<file path="src/rtl/gray2bin_pkg.sv">
// Shared types and helpers for the time-multiplexed Gray-to-binary converter
// and its round-robin arbiter.
package gray2bin_pkg;

   typedef enum logic [1:0] {
      ST_IDLE,
      ST_CONV,
      ST_RESP
   } state_t;

   localparam int GMAX = 64;

   function automatic int idw_f(input int n);
      return (n > 1) ? $clog2(n) : 1;
   endfunction

   // Whole-word reference conversion; narrower codewords are zero-extended.
   function automatic logic [GMAX-1:0] gray2bin(input logic [GMAX-1:0] g);
      logic [GMAX-1:0] b;
      b[GMAX-1] = g[GMAX-1];
      for (int i = GMAX - 2; i >= 0; i--) begin
         b[i] = b[i+1] ^ g[i];
      end
      return b;
   endfunction

endpackage

</file>
<file path="src/rtl/gray2bin_arb_if.sv">
// Request/response bundle between NREQ Gray-code producers, the shared
// converter and the result consumer.
interface gray2bin_arb_if
   import gray2bin_pkg::*;
#(
   parameter int SIZE = 8,
   parameter int NREQ = 4,
   parameter int IDW  = idw_f(NREQ)
);
   logic [NREQ-1:0]      req_valid;
   logic [NREQ*SIZE-1:0] req_gray;
   logic [NREQ-1:0]      req_ready;
   logic                 rsp_valid;
   logic                 rsp_ready;
   logic [SIZE-1:0]      rsp_bin;
   logic [IDW-1:0]       rsp_id;

   modport master (
      output req_valid, req_gray, rsp_ready,
      input  req_ready, rsp_valid, rsp_bin, rsp_id
   );

   modport slave (
      input  req_valid, req_gray, rsp_ready,
      output req_ready, rsp_valid, rsp_bin, rsp_id
   );
endinterface

</file>
<file path="src/rtl/rr_arbiter.sv">
// Combinational round-robin picker: first set request searching upward from
// last+1, wrapping modulo NREQ.
module rr_arbiter
   import gray2bin_pkg::*;
#(
   parameter int NREQ = 4,
   localparam int IDW = idw_f(NREQ)
) (
   input  logic [NREQ-1:0] req,
   input  logic [IDW-1:0]  last,
   output logic [NREQ-1:0] gnt,
   output logic [IDW-1:0]  idx
);

   logic found;

   // Pass one covers indices above last, pass two wraps to 0..last.
   always_comb begin
      gnt   = '0;
      idx   = '0;
      found = 1'b0;
      for (int i = 0; i < NREQ; i++) begin
         if (!found && req[i] && (i > int'(last))) begin
            found  = 1'b1;
            gnt[i] = 1'b1;
            idx    = IDW'(i);
         end
      end
      for (int i = 0; i < NREQ; i++) begin
         if (!found && req[i] && (i <= int'(last))) begin
            found  = 1'b1;
            gnt[i] = 1'b1;
            idx    = IDW'(i);
         end
      end
   end

endmodule

</file>
<file path="src/rtl/gray2bin_arb.sv">
// Shared Gray-to-binary converter: round-robin grants one requester, resolves
// its codeword MSB-first one bit per cycle, then holds the result until taken.
module gray2bin_arb
   import gray2bin_pkg::*;
#(
   parameter int SIZE = 8,
   parameter int NREQ = 4
) (
   input logic           clk,
   input logic           rst_n,
   gray2bin_arb_if.slave bus
);

   localparam int IDW = idw_f(NREQ);
   localparam int CW  = (SIZE > 1) ? $clog2(SIZE) : 1;

   state_t          state, state_nxt;
   logic [CW-1:0]   cnt;
   logic [SIZE-1:0] g, g_pick;
   logic [SIZE-1:0] acc, acc_nxt;
   logic [SIZE:0]   accx;
   logic [IDW-1:0]  id, last, pick_idx;
   logic [NREQ-1:0] pick_gnt;
   logic            rsp_valid_q;
   logic            take;

   rr_arbiter #(.NREQ(NREQ)) u_rr (
      .req  (bus.req_valid),
      .last (last),
      .gnt  (pick_gnt),
      .idx  (pick_idx)
   );

   assign bus.req_ready = (state == ST_IDLE && rst_n) ? pick_gnt : '0;
   assign take          = |(bus.req_valid & bus.req_ready);
   assign bus.rsp_valid = rsp_valid_q;
   assign bus.rsp_bin   = acc;
   assign bus.rsp_id    = id;

   // The zero above the MSB lets the top bit use the same XOR as the rest.
   always_comb begin
      g_pick  = '0;
      accx    = {1'b0, acc};
      acc_nxt = acc;
      for (int k = 0; k < NREQ; k++) begin
         if (pick_gnt[k]) g_pick = bus.req_gray[k*SIZE +: SIZE];
      end
      for (int i = 0; i < SIZE; i++) begin
         if (cnt == CW'(i)) acc_nxt[i] = accx[i+1] ^ g[i];
      end
   end

   always_comb begin
      state_nxt = state;
      case (state)
         ST_IDLE: if (take)            state_nxt = ST_CONV;
         ST_CONV: if (cnt == '0)       state_nxt = ST_RESP;
         ST_RESP: if (bus.rsp_ready)   state_nxt = ST_IDLE;
         default:                      state_nxt = ST_IDLE;
      endcase
   end

   always_ff @(posedge clk or negedge rst_n) begin
      if (!rst_n) begin
         state       <= ST_IDLE;
         last        <= IDW'(NREQ - 1);
         cnt         <= '0;
         acc         <= '0;
         id          <= '0;
         rsp_valid_q <= 1'b0;
      end else begin
         state       <= state_nxt;
         rsp_valid_q <= (state_nxt == ST_RESP);
         case (state)
            ST_IDLE: begin
               if (take) begin
                  id  <= pick_idx;
                  cnt <= CW'(SIZE - 1);
               end
            end
            ST_CONV: begin
               acc <= acc_nxt;
               if (cnt != '0) cnt <= cnt - 1'b1;
            end
            ST_RESP: begin
               if (bus.rsp_ready) last <= id;
            end
            default: ;
         endcase
      end
   end

   // Codeword register is pure data and needs no reset.
   always_ff @(posedge clk) begin
      if (take) g <= g_pick;
   end

endmodule

</file>
<file path="src/flat_wrapper.sv">
// flat-port wrapper written by rule: the top's interface ports become plain ports
module gray2bin_arb_flat import gray2bin_pkg::*;
#(
   parameter int SIZE = 8,
   parameter int NREQ = 4
)
  (clk, rst_n, bus_req_valid, bus_req_gray, bus_rsp_ready, bus_req_ready, bus_rsp_valid, bus_rsp_bin, bus_rsp_id);
  gray2bin_arb_if #(.SIZE(SIZE), .NREQ(NREQ)) bus_i ();
  input logic clk;
  input logic rst_n;
  input wire logic [$bits(bus_i.req_valid)-1:0] bus_req_valid;
  input wire logic [$bits(bus_i.req_gray)-1:0] bus_req_gray;
  input wire logic [$bits(bus_i.rsp_ready)-1:0] bus_rsp_ready;
  output wire logic [$bits(bus_i.req_ready)-1:0] bus_req_ready;
  output wire logic [$bits(bus_i.rsp_valid)-1:0] bus_rsp_valid;
  output wire logic [$bits(bus_i.rsp_bin)-1:0] bus_rsp_bin;
  output wire logic [$bits(bus_i.rsp_id)-1:0] bus_rsp_id;
  assign bus_i.req_valid = bus_req_valid;
  assign bus_i.req_gray = bus_req_gray;
  assign bus_i.rsp_ready = bus_rsp_ready;
  assign bus_req_ready = bus_i.req_ready;
  assign bus_rsp_valid = bus_i.rsp_valid;
  assign bus_rsp_bin = bus_i.rsp_bin;
  assign bus_rsp_id = bus_i.rsp_id;
  gray2bin_arb #(.SIZE(SIZE), .NREQ(NREQ)) u_core (.clk(clk), .rst_n(rst_n), .bus(bus_i));
endmodule
</file>
<file path="config.mk">
export PLATFORM = sky130hd
export DESIGN_NAME = gray2bin_arb_flat
export DESIGN_NICKNAME = d
export VERILOG_FILES = /design/src/rtl/gray2bin_pkg.sv /design/src/rtl/gray2bin_arb_if.sv /design/src/rtl/rr_arbiter.sv /design/src/rtl/gray2bin_arb.sv /design/src/flat_wrapper.sv
export SDC_FILE = /design/constraint.sdc
export NUM_CORES = 1
export LEC_CHECK = 0
export CAP_MARGIN = 20
export CORE_MARGIN = 2
export CORE_UTILIZATION = 34
export DETAILED_ROUTE_END_ITERATION = 6
export GPL_TIMING_DRIVEN = 0
export PLACE_DENSITY = 0.69
export SETUP_SLACK_MARGIN = 0.05
export SLEW_MARGIN = 20
export SYNTH_ARGS = -nofsm -noshare
export SYNTH_HDL_FRONTEND = slang
export SYNTH_HIERARCHICAL = 1
export SYNTH_SLANG_ARGS = --single-unit
</file>
<file path="constraint.sdc">
create_clock -name clk -period 2.3 [get_ports clk]
set_input_delay 0.46 -clock clk [delete_from_list [all_inputs] [get_ports clk]]
set_output_delay 0.46 -clock clk [all_outputs]
set_load 0.01 [all_outputs]
</file>
==> run metrics <==
Cell variety after synth=47; Async SR Flop Fraction=69.2%; depth of the CTS H-tree=1; # port buffers=53; Clock transition at path regs=90 ps; pre-CTS worst setup slack=-1060 ps; CTS tree=built; leading area contributor after synthesis=dfrtp_1; clk_lat worst skew=260 ps; EDFF count, synth=8; DRT iter0 DRCs=85; fin. max-slew vios=0; Tmin final=2220 ps; PwrDens=1010 mW/mm2; CP max FO=6; Hold Path Class=in2async; Antenna Cells=0; Worst VDD drop=0.000435 V; die area=0.00541 mm2; synth-to-layout area growth=52.2%; most common cell in the netlist=dfrtp_1; chip height=73.6 um; share of layout cells above drive strength 1=23.5%; GRT Overall Usage=14.3%; final hold vios=0; Post-Route Setup TNS=0 ps; pin count of the biggest net entering global routing=20; drt drc=0; Core Region=0.00469 mm2; syn avg cell area=10.2 um2; top area cells in the synthesized netlist=dfrtp_1, edfxtp_1, a221oi_1, nor2b_1, a21oi_1; Setup Skew=2.40 ps; most frequent cells after synthesis=dfrtp_1, a21oi_1, nand2_1; FP Rows=25; Post-Syn Instances=161; Setup WS post-layout=76.2 ps; Synth Warn #=6; drt total wl=3.82 mm; final instance count without filler cells=288; Peak Freq=0.450 GHz; final net count=279; Die X=73.6 um; Initial Util=35.1%; Routed Antenna Nets=0; initial antenna violation count=0; leakage power=1.03 nW; fin area=0.00250 mm2; syn nets=205; DR WL/cell=13.3 um; MaxCap Viol Count=0; Yosys reg bits=26; status=completed; final setup violating endpoints=0; Placed Area=0.00224 mm2; Startpoint Class=flip-flop; post-synthesis instance area=0.00165 mm2; DP Wirelength=2.80 mm; Root Buffer=clkbuf_8; Synth top area share=24.3%; deepest clock path buffer count=2; Slew @ Worst Pin=408 ps; CTS Sinks=26; Worst Setup End Kind=output port; Primary FF master, synth=dfrtp_1; Remaining Overflow, GRT=0; I/O pins=54; GPL Wtd Cong=0.897; Slew headroom=72.7%; RSZ-0062 raised after global routing=true; global-route wire length before repair=6.15 mm; DR vias/cell=5.04; Vias=1,451; fin crit share=96.7%; kind of critical path=reg2out; post-synthesis sequential area ratio=42.1%; CTS Buf Count=3; cell total after placement=268; TritonRoute pass-1 iters=4; Critical Path AT=1760 ps; WP data required=1840 ps; vias in the first global route=1,297
==> final cells by class <==
class	count	area [um2]
Multi-Input combinational cell	118	890
Clock inverter	1	30.0
Sequential cell	26	693
Tap cell	54	67.6
Buffer	9	106
Timing Repair Buffer	71	648
Fill cell	429	2190
Inverter	6	27.5
Clock buffer	3	41.3
==> sequential cells by signal, indices dropped and copies added (netlist names) <==
name,count
u_core/g,8
u_core/state,2
u_core/last,2
u_core/bus.rsp_id,2
u_core/cnt,3
u_core/bus.rsp_bin,8
u_core/bus.rsp_valid,1
==> critical path, cell delays in order (launching register included) <==
cell and delay (ps):
dfstp_2 580, buf_6 120, a21oi_1 50, o211a_1 230, buf_6 120, clkbuf_16 140, and2_4 130, buf_6 110
==> final timing paths <==
path                                start                     to  slack, ps  cells past startpoint
hold / removal                      rst_n   u_core/bus.rsp_valid        110                      1
setup / recovery           u_core/last[1]       bus_req_ready[2]         80                      7
max in group asynchronous           rst_n         u_core/last[0]       1870                      1
hold reg to reg               u_core/g[7]  u_core/bus.rsp_bin[7]        490                      1
min in group clk              u_core/g[7]  u_core/bus.rsp_bin[7]        490                      1
setup reg to reg           u_core/last[1]   u_core/bus.rsp_id[0]        150                      9
==> kinds of logic after synthesis <==
kind of cell | Yosys count | synth area share [%]
AO/OA/AOI/OAI | 56 | 24.3
XOR/XNOR | 8 | 4.26
adder cells (fa/ha/maj) | 5 | 3.80
buffers and inverters | 17 | 5.78
flip-flops | 26 | 42.1
multiplexers | 6 | 4.56
AND/OR/NAND/NOR | 43 | 15.2
==> stage by stage <==
step / hold WS (ps) / total power, mW / utilization [%]
4_1_cts: 230 / 2.49 / 51.8
5_1_grt: 140 / 2.72 / 53.4
3_5_place_dp: 476 / 2.01 / 47.8
2_1_floorplan: 164 / 1.58 / -
6_report: 113 / 2.54 / 53.4
3_3_place_gp: 477 / 1.99 / 47.8
==> layer usage <==
layer | global-route usage [%] | up-vias | wire (um)
met2 | 22.2 | 39 | 1790
met5 | 0 | - | 0
met4 | 3.23 | 0 | 66
met1 | 21.1 | 669 | 1820
met3 | 1.92 | 6 | 141
li1 | - | 737 | -
==> layout by cell type (no fill, tap or decap), drive strengths merged, types with 3 or more instances in the layout <==
cell type,instances
dlygate4sd2,4
buf,29
o31ai,8
nand2,12
a221oi,8
o21ai,6
clkbuf,6
dfrtp,16
edfxtp,8
a21oi,13
ha,5
mux2,6
inv,5
clkdlybuf4s50,44
and2,5
xnor2,7
nand2b,3
a31oi,6
nor2,4
nor2b,11
==> power by group <==
| group | internal (mW) | leakage (nW) | switching, mW |
|---|---|---|---|
| logic | 0.758 | 0.713 | 0.551 |
| registers | 0.681 | 0.281 | 0.175 |
| clock network | 0.233 | 0.0357 | 0.140 |
| total | 1.67 | 1.03 | 0.866 |
==> repair_timing <==
action	CTS	global route
resized for setup	36	14
setup endpoints to repair	25	13
setup buffers	10	8
pin swaps	1	7
hold buffers	0	0
No activity file was read; power rests on OpenSTA's default activity.
